--- src/rtl/mem_arbiter_pkg.sv ---
// rtl/mem_arbiter_pkg.sv - shared types and constants for the fetch/data memory arbiter
package mem_arbiter_pkg;

    localparam int ADDR_W = 32;
    localparam int DATA_W = 32;

    typedef logic [ADDR_W-1:0] addr_t;
    typedef logic [DATA_W-1:0] data_t;

    typedef enum logic [1:0] {
        IDLE = 2'd0,
        REQ  = 2'd1,
        WAIT = 2'd2
    } arb_state_t;

    localparam logic OWNER_IF = 1'b0;
    localparam logic OWNER_DM = 1'b1;

endpackage

--- src/rtl/mem_arb_pick.sv ---
// rtl/mem_arb_pick.sv - combinational 2-way grant select; MEM_ARB_RR_EN adds round-robin on conflict
module mem_arb_pick
    import mem_arbiter_pkg::*;
(
    input  logic if_elig_i,
    input  logic dm_elig_i,
`ifdef MEM_ARB_RR_EN
    input  logic last_owner_i,
`endif
    output logic gnt_valid_o,
    output logic gnt_owner_o
);

    logic conflict_owner;

`ifdef MEM_ARB_RR_EN
    assign conflict_owner = (last_owner_i == OWNER_IF) ? OWNER_DM : OWNER_IF;
`else
    assign conflict_owner = OWNER_DM;
`endif

    always_comb begin
        gnt_valid_o = if_elig_i | dm_elig_i;
        gnt_owner_o = OWNER_IF;
        if (if_elig_i && dm_elig_i) begin
            gnt_owner_o = conflict_owner;
        end else if (dm_elig_i) begin
            gnt_owner_o = OWNER_DM;
        end
    end

endmodule

--- src/rtl/mem_arbiter.sv ---
// rtl/mem_arbiter.sv - shares one single-port memory between fetch and data ports, one transaction at a time
// Optional build macro: MEM_ARB_RR_EN (round-robin on conflict instead of fixed data priority).
module mem_arbiter
    import mem_arbiter_pkg::*;
(
    input  logic  i_clk,
    input  logic  i_rstn,
    input  logic  i_if_req,
    input  addr_t i_if_addr,
    output data_t o_if_rdata,
    output logic  o_if_valid,
    input  logic  i_dm_req,
    input  logic  i_dm_wen,
    input  addr_t i_dm_addr,
    input  data_t i_dm_wdata,
    output data_t o_dm_rdata,
    output logic  o_dm_valid,
    output logic  o_mem_req,
    output logic  o_mem_wen,
    output addr_t o_mem_addr,
    output data_t o_mem_wdata,
    input  logic  i_mem_gnt,
    input  logic  i_mem_rvalid,
    input  data_t i_mem_rdata,
    output logic  o_stall
);

    arb_state_t state_q, state_d;
    logic       owner_q, owner_d;
    addr_t      addr_q, addr_d;
    logic       wen_q, wen_d;
    data_t      wdata_q, wdata_d;
    data_t      if_rdata_q, if_rdata_d;
    data_t      dm_rdata_q, dm_rdata_d;
    logic       if_valid_q, if_valid_d;
    logic       dm_valid_q, dm_valid_d;
`ifdef MEM_ARB_RR_EN
    logic       last_q, last_d;
`endif

    logic if_elig, dm_elig;
    logic gnt_valid, gnt_owner;

    // A requester whose completion is pulsing this cycle still has req high; do not reissue it.
    assign if_elig = i_if_req & ~if_valid_q;
    assign dm_elig = i_dm_req & ~dm_valid_q;

    mem_arb_pick u_pick (
        .if_elig_i    (if_elig),
        .dm_elig_i    (dm_elig),
`ifdef MEM_ARB_RR_EN
        .last_owner_i (last_q),
`endif
        .gnt_valid_o  (gnt_valid),
        .gnt_owner_o  (gnt_owner)
    );

    always_ff @(posedge i_clk or negedge i_rstn) begin
        if (!i_rstn) begin
            state_q    <= IDLE;
            owner_q    <= OWNER_IF;
            addr_q     <= '0;
            wen_q      <= 1'b0;
            wdata_q    <= '0;
            if_rdata_q <= '0;
            dm_rdata_q <= '0;
            if_valid_q <= 1'b0;
            dm_valid_q <= 1'b0;
`ifdef MEM_ARB_RR_EN
            last_q     <= OWNER_IF;
`endif
        end else begin
            state_q    <= state_d;
            owner_q    <= owner_d;
            addr_q     <= addr_d;
            wen_q      <= wen_d;
            wdata_q    <= wdata_d;
            if_rdata_q <= if_rdata_d;
            dm_rdata_q <= dm_rdata_d;
            if_valid_q <= if_valid_d;
            dm_valid_q <= dm_valid_d;
`ifdef MEM_ARB_RR_EN
            last_q     <= last_d;
`endif
        end
    end

    always_comb begin
        state_d    = state_q;
        owner_d    = owner_q;
        addr_d     = addr_q;
        wen_d      = wen_q;
        wdata_d    = wdata_q;
        if_rdata_d = if_rdata_q;
        dm_rdata_d = dm_rdata_q;
        if_valid_d = 1'b0;
        dm_valid_d = 1'b0;
`ifdef MEM_ARB_RR_EN
        last_d     = last_q;
`endif
        case (state_q)
            IDLE: begin
                if (gnt_valid) begin
                    state_d = REQ;
                    owner_d = gnt_owner;
`ifdef MEM_ARB_RR_EN
                    last_d  = gnt_owner;
`endif
                    if (gnt_owner == OWNER_DM) begin
                        addr_d  = i_dm_addr;
                        wen_d   = i_dm_wen;
                        wdata_d = i_dm_wdata;
                    end else begin
                        addr_d  = i_if_addr;
                        wen_d   = 1'b0;
                        wdata_d = '0;
                    end
                end
            end
            REQ: begin
                if (i_mem_gnt) begin
                    state_d = WAIT;
                end
            end
            WAIT: begin
                if (i_mem_rvalid) begin
                    state_d = IDLE;
                    // Write acknowledgements carry no data; keep the requester's last read word.
                    if (owner_q == OWNER_DM) begin
                        dm_valid_d = 1'b1;
                        if (!wen_q) begin
                            dm_rdata_d = i_mem_rdata;
                        end
                    end else begin
                        if_valid_d = 1'b1;
                        if_rdata_d = i_mem_rdata;
                    end
                end
            end
            default: begin
                state_d = IDLE;
            end
        endcase
    end

    assign o_mem_req   = (state_q == REQ);
    assign o_mem_wen   = wen_q;
    assign o_mem_addr  = addr_q;
    assign o_mem_wdata = wdata_q;
    assign o_if_rdata  = if_rdata_q;
    assign o_if_valid  = if_valid_q;
    assign o_dm_rdata  = dm_rdata_q;
    assign o_dm_valid  = dm_valid_q;
    assign o_stall     = i_if_req | i_dm_req | (state_q != IDLE);

endmodule
--- config.mk ---
export PLATFORM = sky130hd
export DESIGN_NAME = mem_arbiter
export DESIGN_NICKNAME = d
export VERILOG_FILES = /design/src/rtl/mem_arbiter_pkg.sv /design/src/rtl/mem_arb_pick.sv /design/src/rtl/mem_arbiter.sv
export SDC_FILE = /design/constraint.sdc
export NUM_CORES = 1
export LEC_CHECK = 0
export BUFFER_PORTS_ARGS = -buffer_cell sky130_fd_sc_hd__buf_2
export CAP_MARGIN = 0
export CELL_PAD_IN_SITES_DETAIL_PLACEMENT = 1
export CELL_PAD_IN_SITES_GLOBAL_PLACEMENT = 1
export CORE_UTILIZATION = 36
export CTS_CLUSTER_DIAMETER = 50
export DETAILED_ROUTE_END_ITERATION = 16
export GPL_TIMING_DRIVEN = 0
export PLACE_DENSITY_LB_ADDON = 0.3
export SLEW_MARGIN = 10
export SYNTH_ARGS = -nofsm -noshare
export SYNTH_HDL_FRONTEND = slang
export SYNTH_SLANG_ARGS = --single-unit
--- constraint.sdc ---
create_clock -name i_clk -period 1.8 [get_ports i_clk]
set_input_delay 0.18 -clock i_clk [delete_from_list [all_inputs] [get_ports i_clk]]
set_output_delay 0.18 -clock i_clk [all_outputs]
set_load 0.05 [all_outputs]
==> impl_results.md <==
- FF-to-FF Start: o_dm_valid$_DFF_PN0_
- R2R Path End: o_mem_addr[26]$_DFFE_PN0P_
- DRT Wirelength: 16,000 um
- Initial antenna violation count: 0
- Clk_skew: 0.0100 ns
- GRT overflow: 0
- Max-cap violation count: 0
- Core area: 14,500 um^2
- Minimum clock period: 1.75 ns
- CP Capture Point: o_stall
- Worst hold slack: 0.0180 ns
- HPWL Detailed: 10,900 um
- RSZ-0062 raised after global routing: false
- Post-DRT Antenna Nets: 0
- Final GP Congestion: 0.775
- Setup TNS: 0 ns
- 1st-iter DRT viols: 132
- Worst-Margin Slew: 0.750 ns
- CP peak stage delay: 0.55 ns
- First drt pass iteration count: 6
- Worst hold path class: in -> reg
- DRC viols: 0
- WP data required: 1.62 ns
- CP Launch Type: register
- Setup crit start: state_q[0]$_DFFE_PN0P_
- Register area share after synthesis: 62.8%
- Total Power Consumption: 18.4 mW
- Max FO, Critical Path: 5
- Primary FF master, synth: dfrtp_1
- Leak: 4.20 nW
- Largest cells by area after synthesis: dfrtp_1, mux2_2, a22o_1
- CP endpoint kind: output port
- #FFs+latches synth: 134
- DR vias/cell: 4.79
- Total die area: 15,300 um^2
- Vias: 4,255
- VDD IR-drop max: 1.08 mV
- Slowest-stage cell, CP: or4_1
- PwrDens: 2220 nW/um^2
- Cell accounting for the most synthesized area: dfrtp_1
- Worst endpoint data arrival time: 1.57 ns
- Placed Area: 6940 um^2
- Cells after synthesis: 332
- Setup CP Type: reg -> out
- Cell variety after synth: 22
- CTS Sinks: 134
- Final net count: 826
- Pre-CTS setup slack: -0.178 ns
- CTS root buf: clkbuf_16
- Post-Syn Nets: 467
- Longest Clk Path Bufs: 2
- Routed WL per cell: 18.0 um
- CTS buffer count: 17
- Effective utilization at floorplan: 36.9%
- Die Span Y: 124 um
- GRT Overall Usage: 20.7%
- Final Hold Vio Count: 0
- Design Area, Final: 8300 um^2
- Die W: 124 um
- Asr flop ratio synth: 100%
- FF-to-FF setup slack: 0.05 ns
- H-Tree Level Count: 4
- Syn avg cell area: 16.1 um^2
- Count of pins over their slew limit: 0
- Setup ws final: 0.0469 ns
- CTS tree: done
- Share of cells above drive strength 1: 65.2%
- Largest net degree at the start of global routing: 80
- YS warnings: 0
- P&R area growth vs syn: 55.5%
- FMAX: 570 MHz
- Cell Chain, Critical Path: or4_1 -> buf_6
- Clock latency on the worst-skew pair: 0.42 ns
- R2R depth: 6
- First-pass GRT wire length: 23,500 um
- Slew margin rel.: 50.0%
- I/O Pins: 268
- Final Cycle Share: 97.4%
- IO Port Bufs: 267
- Fillers: 1,522
- Vias in the first global route: 4,545
- Status: completed
- Netlist Area Pre-Place: 5340 um^2
- Number of flops mapped to enable cells by yosys: 0
- Synth top area share: 62.8%
- # rows: 44
- Final setup vio count: 0
- CTS clk-pin slew, worst paths: 0.06 ns
[worst min path at each step]
stage                                            end  cells after the start       startpoint
after floorplan            o_dm_rdata[0]$_DFFE_PN0P_                      0           i_rstn
after global placement        state_q[0]$_DFFE_PN0P_                      2        i_mem_gnt
after detailed placement  o_mem_addr[29]$_DFFE_PN0P_                      1           i_rstn
after CTS                 o_dm_rdata[10]$_DFFE_PN0P_                      2  i_mem_rdata[10]
after global routing      o_dm_rdata[10]$_DFFE_PN0P_                      2  i_mem_rdata[10]
final                     o_if_rdata[10]$_DFFE_PN0P_                      2  i_mem_rdata[10]
[sequential cells by signal, indices dropped and copies added (netlist names)]
name and flops:
o_mem_wdata 32, state_q 2, o_dm_valid 1, o_mem_wen 1, owner_q 1, o_if_rdata 32, o_mem_addr 32, o_dm_rdata 32
o_if_valid 1
[final cells by class]
cell class | instances | area [um^2] | area share, %
clock inverter | 13 | 173 | 2.08
tap | 184 | 230 | 2.77
clock buffer | 19 | 433 | 5.21
inverter | 1 | 3.75 | 0.0452
timing repair buffer | 340 | 2070 | 24.9
buffer | 21 | 155 | 1.87
antenna | 1 | 2.50 | 0.0301
sequential | 134 | 3360 | 40.4
multi-input combinational | 176 | 1880 | 22.7
[stage by stage]
stage / std cells / utilization, %
after floorplan: 332 / -
after global placement: 783 / 47.7
after detailed placement: 784 / 47.9
after CTS: 880 / 56.6
after global routing: 888 / 57.3
final: 889 / 57.3
[layer usage]
metal,GRT usage [%],vias up,part of all wire (%)
met4,6.55,0,1.6
li1,-,1933,-
met1,22.6,2105,38
met3,8.42,22,8.4
met5,0,-,0
met2,36.6,195,52
[where the power goes]
| part | internal, mW | leakage, nW | total [mW] | switching, mW |
|---|---|---|---|---|
| Clock | 2.20 | 0.286 | 3.53 | 1.33 |
| Combinational | 2.85 | 2.27 | 9.69 | 6.84 |
| Sequential | 4.43 | 1.65 | 5.19 | 0.755 |
| Total | 9.48 | 4.20 | 18.4 | 8.93 |
[worst max-delay path, delay by kind of cell, from the launching register on]
family | cells | cell delay [ns]
and+or+nand+nor | 1 | 0.55
DFF | 1 | 0.43
buffers and inverters | 1 | 0.18
[repair_timing]
| action | CTS | global route |
|---|---|---|
| endpoints found under the setup margin | 69 | 60 |
| gates resized for setup | 9 | 15 |
| setup buffers | 5 | 5 |
| hold buffers | 59 | 2 |
| pin swaps | 1 | 1 |
| endpoints found under the hold margin | 152 | 2 |
| cloned | 0 | 1 |
[cell usage after synthesis, types with 2 or more instances]
cell        n
clkbuf_1    5
dfrtp_1   134
mux2_2    118
mux2_4      6
o21ai_0     2
a22o_1     33
buf_4       7
nand2b_1    4
buf_2       7
mux2_1      4
[cells by family after synthesis]
| kind of cell | Yosys count | share of synthesized area [%] |
|---|---|---|
| AOI/OAI and AO/OA | 37 | 5.91 |
| buffers and inverters | 22 | 2.34 |
| DFF | 134 | 62.8 |
| muxes | 128 | 27.4 |
| and+or+nand+nor | 11 | 1.52 |
[layout by cell type, fill, tap and decap left out, types with 2 or more instances in the layout]
cell type      count
clkbuf_1           3
nand2b_1           4
a22o_1            33
dfrtp_2            3
mux2_2           118
buf_2            272
buf_6              7
clkinv_4           3
clkbuf_2           4
dfrtp_1          131
clkbuf_16         17
inv_6              2
buf_4             13
o21ai_0            2
dlygate4sd3_1     61
clkinvlp_4         3
mux2_4             6
mux2_1             4
bufinv_16          3
No activity file was read; power rests on OpenSTA's default activity.
